## src/rtl/fetch_queue.sv

```systemverilog
// Instruction prefetch queue feeding decode; sequential fetches over imem req/ack, flushed on redirect.
// Latency: an entry acked at one falling edge is presented on inst_id right after it (no bypass).
// Backpressure: decode stall holds the head; new fetches issue only when a slot is guaranteed free.

module fifo #(
    parameter int W     = 64,
    parameter int DEPTH = 4,
    parameter int CNT_W = 3
) (
    input  logic             clk,
    input  logic             rst,
    input  logic             flush,
    input  logic             push_vld,
    input  logic [W-1:0]     push_dat,
    input  logic             pop_vld,
    output logic [W-1:0]     head_dat,
    output logic [CNT_W-1:0] count
);
    localparam int PW = $clog2(DEPTH);

    logic [W-1:0]  mem [DEPTH];
    logic [PW-1:0] rd_ptr;
    logic [PW-1:0] wr_ptr;

    // Falling-edge storage so it lines up with the pipeline interstage registers.
    always_ff @(negedge clk or posedge rst) begin
        if (rst) begin
            rd_ptr <= '0;
            wr_ptr <= '0;
            count  <= '0;
        end else if (flush) begin
            rd_ptr <= '0;
            wr_ptr <= '0;
            count  <= '0;
        end else begin
            if (push_vld) wr_ptr <= wr_ptr + PW'(1);
            if (pop_vld)  rd_ptr <= rd_ptr + PW'(1);
            count <= count + CNT_W'(push_vld) - CNT_W'(pop_vld);
        end
    end

    always_ff @(negedge clk) begin
        if (push_vld && !flush) mem[wr_ptr] <= push_dat;
    end

    assign head_dat = mem[rd_ptr];
endmodule

module fetch_queue #(
    parameter int          DEPTH    = 4,
    parameter logic [31:0] RESET_PC = 32'h0000_0000,
    parameter int          CNT_W    = 3
) (
    input  logic             clk,
    input  logic             initPC,
    output logic             imem_req,
    output logic [31:0]      imem_addr,
    input  logic             imem_ack,
    input  logic [0:31]      imem_rdata,
    input  logic             redirect,
    input  logic [31:0]      redirect_pc,
    input  logic             stall,
    output logic [0:31]      inst_id,
    output logic [31:0]      pc_id,
    output logic [31:0]      pcPlusFour_id,
    output logic             valid_id,
    output logic [CNT_W-1:0] count
);
    localparam logic [31:0] ALIGN = 32'hFFFF_FFFC;

    typedef struct packed {
        logic [31:0] pc;
        logic [0:31] inst;
    } entry_t;

    typedef enum logic [1:0] {IDLE, FETCH, DROP} state_t;

    state_t            state, state_nx;
    logic [31:0]       fetch_pc;
    logic [31:0]       drop_addr;
    logic              pop_vld;
    logic              push_vld;
    logic [CNT_W-1:0]  occ_after_pop;
    logic              space_now;
    logic              space_after_push;
    entry_t            head;
    entry_t            push_dat;

    assign valid_id         = (count != '0);
    assign pop_vld          = valid_id && !stall && !redirect;
    assign push_vld         = imem_req && imem_ack && (state == FETCH) && !redirect;
    assign occ_after_pop    = count - CNT_W'(pop_vld);
    assign space_now        = occ_after_pop < CNT_W'(DEPTH);
    assign space_after_push = (occ_after_pop + CNT_W'(1)) < CNT_W'(DEPTH);
    assign push_dat         = '{pc: fetch_pc, inst: imem_rdata};

    fifo #(.W($bits(entry_t)), .DEPTH(DEPTH), .CNT_W(CNT_W)) u_fifo (
        .clk      (clk),
        .rst      (initPC),
        .flush    (redirect),
        .push_vld (push_vld),
        .push_dat (push_dat),
        .pop_vld  (pop_vld),
        .head_dat (head),
        .count    (count)
    );

    assign inst_id       = valid_id ? head.inst : '0;
    assign pc_id         = valid_id ? head.pc : '0;
    assign pcPlusFour_id = pc_id + 32'd4;

    always_ff @(negedge clk or posedge initPC) begin
        if (initPC) begin
            state     <= IDLE;
            fetch_pc  <= RESET_PC & ALIGN;
            drop_addr <= '0;
        end else begin
            state <= state_nx;
            if (redirect)      fetch_pc <= redirect_pc & ALIGN;
            else if (push_vld) fetch_pc <= fetch_pc + 32'd4;
            // An abandoned request must keep presenting its original address until acked.
            if (state == FETCH && state_nx == DROP) drop_addr <= fetch_pc;
        end
    end

    always_comb begin
        state_nx  = state;
        imem_req  = (state != IDLE);
        imem_addr = (state == DROP) ? drop_addr : fetch_pc;
        case (state)
            IDLE: begin
                if (redirect || space_now) state_nx = FETCH;
            end
            FETCH: begin
                if (redirect)      state_nx = imem_ack ? FETCH : DROP;
                else if (imem_ack) state_nx = space_after_push ? FETCH : IDLE;
            end
            DROP: begin
                if (imem_ack) state_nx = FETCH;
            end
            default: state_nx = IDLE;
        endcase
    end
endmodule

```

## config.mk

```make
export PLATFORM = sky130hd
export DESIGN_NAME = fetch_queue
export DESIGN_NICKNAME = d
export VERILOG_FILES = /design/src/rtl/fetch_queue.sv
export SDC_FILE = /design/constraint.sdc
export NUM_CORES = 1
export LEC_CHECK = 0
export BUFFER_PORTS_ARGS = -buffer_cell sky130_fd_sc_hd__buf_2
export CAP_MARGIN = 20
export CORE_MARGIN = 2
export CORE_UTILIZATION = 35
export CTS_CLUSTER_DIAMETER = 60
export DETAILED_ROUTE_END_ITERATION = 8
export PLACE_DENSITY = 0.56
export SYNTH_ARGS = -nofsm -noshare
export SYNTH_HDL_FRONTEND = slang
export SYNTH_SLANG_ARGS = --single-unit
```

## constraint.sdc

```tcl
create_clock -name clk -period 3.4 [get_ports clk]
set_input_delay 0 -clock clk [delete_from_list [all_inputs] [get_ports clk]]
set_output_delay 0 -clock clk [all_outputs]
set_load 0.02 [all_outputs]
```

After elaboration in Yosys (flattened, before gate mapping). Memory sizes are Yosys's and may differ from the RTL's. Cells that the tools add are included.

Register bits: 73. Memory bits (writable): 256. Bits of input ports: 69. Logic and storage cells: 54. Memories: 1.

Memories: u_fifo.mem (words 4, bits a word 64, rd ports 1, clocked after memory_dff 0, wr ports 1, line 21) `logic [W-1:0] mem [DEPTH];`.

Add/sub/neg operators: 8. Order comparisons: 2. Equality and inequality tests: 3. Mux-type cells: 19. Reduce and logical (&&, ||, !) cells: 15.

Operators by type and width (count): $mux W32 (5); $add A32 B3 Y32 const B (2); $mux W2 (9); $logic_and A1 B1 Y1 (7); $lt A3 B3 Y1 const B (2); $pmux W2 S3 (1); $reduce_bool A2 Y1 (3); $sub A3 B1 Y3 (2); $add A2 B1 Y2 const B (2); $eq A2 B2 Y1 const B (2); $add A3 B1 Y3 (1); $add A3 B1 Y3 const B (1); $mux W1 (3); $mux W3 (1); $reduce_bool A3 Y1 (1); $eq A2 B1 Y1 const B (1); $logic_not A1 Y1 (2); $logic_not A2 Y1 (1); $logic_or A1 B1 Y1 (1).

Longest topological paths before layout. Gate-level depths: netlist of run 1.

Depth in word-level cells: 12. Gate-level depth with buffers: 12. Mapped depth without buffers: 9.

By module. From an unflattened synthesis of run 1, not the netlist that was laid out.

Cell total of the unflattened synthesis: 868. Area total of the unflattened synthesis: 14153.6 um^2.

By module, submodules not included: fifo (instances 1, cells each 374, area an instance 9695.5 um^2, seq. area each 7862.5 um^2); fetch_queue (instances 1, cells each 494, area an instance 4458.0 um^2, seq. area each 1551.5 um^2).

==> impl_metrics.tcl, run 1 <==
set metrics [dict create \
    io_buffers 193 \
    relSlewSlack 0.557 \
    dpl.cell_count 1674 \
    clockRootBuffer "clkbuf_16" \
    synth_edf_count 248 \
    p_leak_nw 8.85 \
    r2r_slack_ns 0.75 \
    ys.flop_type "edfxtp_1" \
    vdd_drop_max_mv 0.354 \
    start_util 0.353 \
    netlist_area_um2 14000 \
    dieArea_um2 41600 \
    grt_pass1_wl_mm 53.0 \
    critPathRequiredTime_ns 3.40 \
    final_cells 2026 \
    yosysSeqAreaShare 0.655 \
    grt_util_all_layers 0.167 \
    powerDensity_nw_per_um2 807 \
    antenna_found_initial 0 \
    synth-seq-cells 317 \
    cts_tree "done" \
    place_hpwl_mm 23.4 \
    grt_max_degree 58 \
    num_rows 73 \
    nNetsFinal 1552 \
    clkTransAtPathRegs_ns 0.05 \
    hold_class "reg -> reg" \
    layout.cells.most_common_list "inv_1 (270), edfxtp_1 (248), buf_4 (136), buf_2 (131), dfrtn_1 (69)" \
    maxCapViolCount 0 \
    syn_to_final_growth_pct 43.5 \
    diodes 0 \
    wl_mm 35.7 \
    synthCells 877 \
    first_global_vias 10062 \
    wl_per_cell_um 17.6 \
    min_from "drop_addr[24]" \
    rr_worst_depth 6 \
    drtIter0Drc 449 \
    cp.arrival_ns 4.61 \
    vias 9500 \
    report.final.hold_viol_count 0 \
    outcome "complete, but fails checks" \
    final_common_cell "inv_1" \
    synth_cell_types 47 \
    place_ws_ns -0.793 \
    ant_nets 0 \
    die_h_um 204 \
    drtPass1Iterations 4 \
    die_w_um 204 \
    end_kind "output port" \
    rsz0062_at_grt "true" \
    overflow 0 \
    core_um2 39600 \
    worst_hold_path.endpoint "drop_addr[24]" \
    fin_ws_ns -1.21 \
    r2r-start "fetch_pc[11]" \
    drive_gt1_frac 0.433 \
    fillCellCount 3507 \
    clkSinkCount 317 \
    yosysWarnings 0 \
    async_flop_share 0.218 \
    crit_fanout 13 \
    routabilityCongestion 0.760 \
    min_delay_path_depth 1 \
    numCtsBuffers 37 \
    setup_viol 123 \
    reg2reg_to "fetch_pc[31]" \
    total_power_mw 16.2 \
    syn_avg_cell_area_um2 16.0 \
    finClkSkew_ns 0.0632 \
    violations "setup timing" \
    viasPerCell 4.69 \
    htree_levels 2 \
    tightest_slew_ns 0.656 \
    multiInputGateArea_um2 5120 \
    cts_buffer_depth 3 \
    drc 0 \
    ios 202 \
    path_class "reg -> out" \
    seq_area_um2 9170 \
    cp-start-kind "flip-flop" \
    clk-insertion-delay-late_ns 0.59 \
    slew_viol_final 0 \
]
[per-stage QoR]
stage / hold slack (ns) / setup TNS [ns] / instance area [µm²] / util
final: 0.452 / -82.33 / 20100 / 0.507
after global routing: 0.474 / -91.59 / 20100 / 0.507
after floorplan: 0.435 / -45.74 / 14500 / -
after detailed placement: 0.450 / -42.34 / 16900 / 0.426
after CTS: 0.452 / -83.30 / 19400 / 0.488
after global placement: 0.444 / -40.95 / 16900 / 0.426
[worst max-delay path, cell delays in order, from the launching register on]
cell and delay, ns:
dfrtn_1 0.48, buf_12 0.18, buf_4 0.12, mux4_2 0.52
and2_4 0.18, and3_4 0.21, nand3_4 0.18, buf_4 0.17
nor2_4 0.04, xor2_4 0.13, buf_2 0.16
[cells in the mapped netlist, types with 2 or more instances]
cell,n,share of area
a21oi_1,5,0.0018
a221oi_1,3,0.0019
and2_1,60,0.027
and3_1,10,0.0045
and4_1,3,0.0019
buf_1,6,0.0016
buf_12,2,0.0029
buf_2,9,0.0032
buf_4,9,0.0048
buf_6,3,0.0024
clkbuf_1,18,0.0048
dfrtn_1,69,0.12
edfxtp_1,248,0.53
ha_1,9,0.0080
inv_1,19,0.0051
mux2_2,63,0.051
mux2i_1,2,0.0014
mux4_1,15,0.028
mux4_2,48,0.077
nand2_1,74,0.020
nand3_1,26,0.0093
nand3_2,2,0.0014
nand3b_1,6,0.0032
nand4_1,10,0.0045
nor2_1,22,0.0059
nor2b_1,4,0.0018
nor3_1,11,0.0039
nor4_1,2,0.00089
nor4_2,2,0.0018
o211ai_1,4,0.0021
o21ai_0,34,0.012
o31ai_1,2,0.0011
or2_2,2,0.00089
or3_1,2,0.00089
xnor2_1,27,0.017
xor2_1,35,0.022
[registers in the layout, summed over array words and instances (netlist names)]
signal         count
u_fifo.rd_ptr      2
u_fifo.count       3
state              2
fetch_pc          30
u_fifo.wr_ptr      2
u_fifo.mem       248
drop_addr         30
[per-layer routing]
layer	GRT usage	vias up	share of wire
met5	0	-	0
met4	0.0652	0	0.016
met3	0.0531	39	0.064
met2	0.264	250	0.48
met1	0.214	4711	0.44
li1	-	4500	-
[cells by family (layout without fill, tap and decap cells)]
family          after synthesis  in the layout  synth area share
flops                       317            317             0.655
mux                         128            128             0.157
compound gates               50             50            0.0210
simple gates                243            243            0.0932
xor+xnor                     62             62            0.0388
other cells                   1              6          0.000268
fa+ha+maj                    10             10           0.00947
buf+inv                      66            685            0.0248
[worst max-delay path by stage]
stage / start / endpoint / slack, ns
2_1_floorplan: u_fifo.count[2] / pcPlusFour_id[20] / -0.80
3_3_place_gp: u_fifo.rd_ptr[1] / pcPlusFour_id[25] / -0.78
3_5_place_dp: u_fifo.rd_ptr[1] / pcPlusFour_id[25] / -0.79
4_1_cts: u_fifo.rd_ptr[0] / pcPlusFour_id[25] / -1.25
5_1_grt: u_fifo.rd_ptr[0] / pcPlusFour_id[29] / -1.32
6_report: u_fifo.rd_ptr[0] / pcPlusFour_id[25] / -1.21
[power breakdown]
group          internal (mW)  switching [mW]  total, mW
clock                   2.65            2.29       4.94
sequential              4.69           0.253       4.94
combinational           3.19            3.16       6.34
[repair_timing]
| item | 4_1_cts | 5_1_grt |
|---|---|---|
| setup buffers | 5 | 27 |
| resized for setup | 99 | 123 |
| hold buffers | 0 | 0 |
| cloned | 0 | 7 |
| setup endpoints to repair | 123 | 123 |
| pin swaps | 6 | 6 |
[layout make-up]
type	count	area share
clock buffer	40	0.0487
clock inverter	275	0.0572
inverter	18	0.00374
multi-input combinational	499	0.255
sequential	317	0.456
tap	525	0.0327
timing repair buffer	352	0.147
(Power assumes the default switching activity.)
==> run 2, diff against run 1 <==
--- a/config.mk
+++ b/config.mk
@@ -7,11 +7,13 @@
 export LEC_CHECK = 0
 export BUFFER_PORTS_ARGS = -buffer_cell sky130_fd_sc_hd__buf_2
 export CAP_MARGIN = 20
+export CELL_PAD_IN_SITES_DETAIL_PLACEMENT = 0
+export CELL_PAD_IN_SITES_GLOBAL_PLACEMENT = 1
 export CORE_MARGIN = 2
-export CORE_UTILIZATION = 35
+export CORE_UTILIZATION = 48
 export CTS_CLUSTER_DIAMETER = 60
 export DETAILED_ROUTE_END_ITERATION = 8
-export PLACE_DENSITY = 0.56
+export PLACE_DENSITY = 0.83
 export SYNTH_ARGS = -nofsm -noshare
 export SYNTH_HDL_FRONTEND = slang
 export SYNTH_SLANG_ARGS = --single-unit
==> impl_metrics.tcl, run 2 (synthesis gave the netlist of run 1 again) <==
set metrics [dict create \
    final_area_um2 20400 \
    overflow 0 \
    finalSetupTns_ns -83.03 \
    grt_busiest_layer "met2" \
    viasPerCell 5.23 \
    diodes 0 \
    core_um2 28700 \
    whs_ns 0.454 \
    tightest_slew_ns 0.645 \
    num_rows 62 \
    nNetsFinal 1558 \
    cts_tree "done" \
    power.share.clock 0.300 \
    routabilityCongestion 0.816 \
    wl_per_cell_um 19.5 \
    total_power_mw 17.0 \
    dieArea_um2 30600 \
    numCtsBuffers 36 \
    htree_levels 2 \
    met1_usage 0.310 \
    grtUsageMet3 0.0572 \
    cts_buffer_depth 3 \
    ios 202 \
    clkSinkCount 317 \
    path_class "reg -> out" \
    grt_pass1_wl_mm 55.1 \
    switching_power_mw 6.03 \
    wl_mm 36.8 \
    maxCapViolCount 0 \
    cp.arrival_ns 4.62 \
    fillCellCount 1821 \
    fin_ws_ns -1.22 \
    die_h_um 175 \
    multiInputGateArea_um2 5220 \
    place_hpwl_mm 21.6 \
    slew_viol_final 0 \
    grt_max_degree 70 \
    crit_fanout 4 \
    place_area_um2 16700 \
    p_int_mw 11.0 \
    hold_class "reg -> reg" \
    clkTransAtPathRegs_ns 0.05 \
    seq_area_um2 9170 \
    ant_nets 0 \
    drive_gt1_frac 0.452 \
    clockRootBuffer "clkbuf_16" \
    powerDensity_nw_per_um2 833 \
    cts_hold_buf 0 \
    final_common_cell "inv_1" \
    end_kind "output port" \
    antenna_found_initial 0 \
    vias 9872 \
    report.final.hold_viol_count 0 \
    use_met2 0.378 \
    final_cells 1889 \
    first_global_vias 10465 \
    setup_viol 123 \
    drtPass1Iterations 5 \
    dpl.cell_count 1530 \
    outcome "complete, but fails checks" \
    grt_util_all_layers 0.235 \
    vdd_drop_max_mv 0.507 \
    relSlewSlack 0.564 \
    clk-insertion-delay-late_ns 0.62 \
    p_leak_nw 9.03 \
    finClkSkew_ns 0.101 \
    sequentialPowerShare 0.290 \
    reg.largest.list "u_fifo.mem x248, drop_addr x30, fetch_pc x30" \
    largest_reg_flops 248 \
    drc 0 \
    regMostFlops "u_fifo.mem" \
    rsz0062_at_grt "true" \
    drtIter0Drc 914 \
    start_util 0.488 \
    die_w_um 175 \
    layout.cells.most_common_list "inv_1 (265), edfxtp_1 (248), buf_4 (117), buf_2 (100), buf_6 (100)" \
    syn_to_final_growth_pct 46.0 \
    io_buffers 193 \
    critPathRequiredTime_ns 3.40 \
    comb_power_share 0.410 \
    violations "setup timing" \
    cp-start-kind "flip-flop" \
    switching_share 0.354 \
]
==> run 2: cell types whose count changed in the layout (fill, tap and decap cells not counted), sizes merged <==
cell	change
clkbuf	+3
inv	-6
clkinvlp	+3
buf	+7
clkinv	-3
==> run 2: final timing paths <==
path                                   from                 to  slack [ns]  cells past startpoint
max                        u_fifo.rd_ptr[0]  pcPlusFour_id[14]       -1.22                     11
min                           drop_addr[25]      drop_addr[25]        0.45                      1
max reg2reg                    fetch_pc[11]       fetch_pc[31]        0.78                      6
min reg2reg                   drop_addr[25]      drop_addr[25]        0.45                      1
max in group asynchronous            initPC      drop_addr[10]        1.91                      3
min in group asynchronous            initPC      drop_addr[22]        1.11                      3
==> run 2: repair_timing <==
item	CTS	global route
endpoints found under the hold margin	0	0
buffers inserted	17	27
gates resized for setup	203	146
gates cloned	5	6
setup endpoints to repair	123	123
pin swaps	16	29
==> run 2: layout make-up <==
| cell class | instances | share of cell area |
|---|---|---|
| clock buffers | 43 | 0.0500 |
| clock inverters | 269 | 0.0542 |
| inverters | 18 | 0.00392 |
| multi-input cells | 499 | 0.255 |
| flip-flops and latches | 317 | 0.449 |
| well taps | 384 | 0.0235 |
| repair buffers | 359 | 0.165 |
==> run 2: per-layer routing <==
metal / routed length [µm] / vias to the layer above
met1: 15100 / 4907
met3: 2560 / 52
met2: 18500 / 419
li1: - / 4494
met4: 644 / 0
met5: 0 / -
==> run 2: power by group through the flow <==
stage	clock, mW	sequential, mW	combinational (mW)
final	5.11	4.95	6.98
after global routing	5.60	4.98	7.35
after CTS	5.15	4.93	6.33
after detailed placement	0.433	4.97	5.38
after global placement	0.433	4.94	5.35
after floorplan	0.433	4.93	3.61
==> run 2: metrics by stage <==
| step | setup WS [ns] | util |
|---|---|---|
| final | -1.22 | 0.712 |
| after CTS | -1.16 | 0.686 |
| after global placement | -0.663 | 0.582 |
| after floorplan | -0.798 | - |
| after global routing | -1.29 | 0.712 |
| after detailed placement | -0.706 | 0.582 |
==> run 2: critical path, cell delays in order, from the launching register on <==
cell     delay, ns
dfrtn_1       0.49
buf_6         0.16
mux4_2        0.55
nand2_4       0.13
inv_6         0.04
ha_4          0.16
nor3b_4       0.16
buf_4         0.14
and2_4        0.18
nand4_1       0.12
xnor2_2       0.12
buf_4         0.15
==> run 3, diff against run 2 <==
--- a/config.mk
+++ b/config.mk
@@ -14,6 +14,7 @@
 export CTS_CLUSTER_DIAMETER = 60
 export DETAILED_ROUTE_END_ITERATION = 8
 export PLACE_DENSITY = 0.83
+export SETUP_SLACK_MARGIN = 0.2
 export SYNTH_ARGS = -nofsm -noshare
 export SYNTH_HDL_FRONTEND = slang
 export SYNTH_SLANG_ARGS = --single-unit
==> impl_metrics.tcl, run 3 (synthesis gave the netlist of run 1 again) <==
set metrics [dict create \
    fillCellCount 1948 \
    critPathRequiredTime_ns 3.40 \
    comb_power_share 0.392 \
    clk-insertion-delay-late_ns 0.58 \
    die_w_um 175 \
    place_hpwl_mm 22.2 \
    antenna_found_initial 0 \
    htree_levels 2 \
    io_buffers 193 \
    place_ws_ns -0.711 \
    reg.largest.list "u_fifo.mem x248, drop_addr x30, fetch_pc x30" \
    grt_pass1_wl_mm 53.5 \
    path_class "reg -> out" \
    final_common_cell "inv_1" \
    report.final.hold_viol_count 0 \
    final_util 0.697 \
    fin_ws_ns -1.19 \
    relSlewSlack 0.657 \
    numCtsBuffers 36 \
    crit_fanout 11 \
    clockRootBuffer "clkbuf_16" \
    r2r_slack_ns 0.87 \
    core_um2 28700 \
    regMostFlops "u_fifo.mem" \
    start_util 0.488 \
    grt_util_all_layers 0.227 \
    routabilityCongestion 0.807 \
    min_from "drop_addr[3]" \
    drc 0 \
    layout.cells.most_common_list "inv_1 (267), edfxtp_1 (248), buf_4 (132), buf_2 (108), buf_6 (70)" \
    die_h_um 175 \
    num_rows 62 \
    worst_hold_path.endpoint "drop_addr[3]" \
    slowest_delay_ns 0.60 \
    maxCapViolCount 0 \
    crit_buf_inv 2 \
    p_int_mw 10.8 \
    cts_hold_buf 0 \
    place_area_um2 16800 \
    p_leak_nw 8.83 \
    cts_tree "done" \
    powerDensity_nw_per_um2 827 \
    setup_viol 123 \
    rsz0062_at_grt "true" \
    reg2reg_to "fetch_pc[31]" \
    cp.depth 7 \
    cts_buffer_depth 3 \
    finClkSkew_ns 0.0676 \
    final_area_um2 20000 \
    vias 9618 \
    viasPerCell 5.14 \
    clkTransAtPathRegs_ns 0.05 \
    rr_worst_depth 6 \
    finalSetupTns_ns -77.51 \
    slew_viol_final 0 \
    syn_to_final_growth_pct 42.9 \
    r2r-start "fetch_pc[11]" \
    path_delay_family "multiplexers" \
    hold_class "reg -> reg" \
    cp_cell_sequence "buf_12, mux4_2, nor3b_4, nand3_4, a311oi_2, mux2_4, buf_6" \
    dieArea_um2 30600 \
    min_delay_path_depth 1 \
    diodes 0 \
    first_global_vias 10260 \
    largest_reg_flops 248 \
    drtIter0Drc 740 \
    clkSinkCount 317 \
    drtPass1Iterations 5 \
    switching_share 0.350 \
    end_kind "output port" \
    ant_nets 0 \
    overflow 0 \
    ios 202 \
    sequentialPowerShare 0.299 \
    wl_per_cell_um 18.9 \
    cp.arrival_ns 4.59 \
    slowest_stage "mux4_2" \
    tightest_slew_ns 0.507 \
    outcome "complete, but fails checks" \
    drive_gt1_frac 0.441 \
    cp-start-kind "flip-flop" \
    wl_mm 35.3 \
    switching_power_mw 5.79 \
    vdd_drop_max_mv 0.427 \
    power.share.clock 0.309 \
    grt_max_degree 70 \
    violations "setup timing" \
    nNetsFinal 1540 \
]
run 3: cell count changes in the layout (fill, tap and decap cells not counted), moves of 3 or more:
cell        previous run  this run
buf_2                100       108
buf_4                117       132
buf_6                100        70
buf_8                  7         1
clkbuf_16             45        42
clkinvlp_2             4         0
inv_2                  5         1
inv_4                  3         7
inv_6                  1         4
nand2_2                6         9
nand2_4                9         5
nor3_2                 1         4
run 3: routing by layer:
metal,track usage,part of all wire,vias to the layer above
met4,0.0802,0.017,0
met1,0.289,0.41,4774
met2,0.376,0.50,349
met3,0.0653,0.076,52
met5,0,0,-
li1,-,-,4443
run 3: power by group through the flow:
stage	clock network (mW)	registers, mW	logic (mW)
after floorplan	0.433	4.92	3.67
after global placement	0.433	4.94	5.36
after detailed placement	0.433	4.98	5.41
after CTS	5.24	4.94	6.11
after global routing	5.58	5.00	6.86
final	5.12	4.95	6.49
run 3: what timing repair did:
| action | CTS | global route |
|---|---|---|
| setup endpoints to repair | 123 | 124 |
| setup buffers | 13 | 10 |
| resized for setup | 138 | 129 |
| pin swaps | 16 | 5 |
| cloned | 2 | 3 |
run 3: layout make-up:
type	count	area [µm²]	area share
inverters	18	81.3	0.00406
repair buffers	341	2980	0.149
flip-flops and latches	317	9170	0.458
clock inverters	272	1170	0.0587
clock buffers	39	976	0.0488
well taps	384	480	0.0240
multi-input cells	499	5150	0.257
run 3: per-stage QoR:
| step | hold slack [ns] | std cells | power, mW |
|---|---|---|---|
| finish | 0.454 | 1870 | 16.6 |
| global route | 0.475 | 1870 | 17.4 |
| CTS | 0.452 | 1857 | 16.3 |
| detailed placement | 0.452 | 1532 | 10.8 |
| global placement | 0.443 | 1532 | 10.7 |
| floorplan | 0.435 | 882 | 9.02 |
run 3: how the worst max path moves through the flow:
stage / start / endpoint / slack (ns)
finish: u_fifo.rd_ptr[0] / pcPlusFour_id[20] / -1.19
global route: u_fifo.rd_ptr[0] / pcPlusFour_id[31] / -1.29
CTS: u_fifo.rd_ptr[0] / pcPlusFour_id[20] / -1.20
detailed placement: u_fifo.rd_ptr[0] / pcPlusFour_id[20] / -0.71
global placement: u_fifo.rd_ptr[0] / pcPlusFour_id[20] / -0.66
floorplan: u_fifo.count[2] / pcPlusFour_id[20] / -0.80
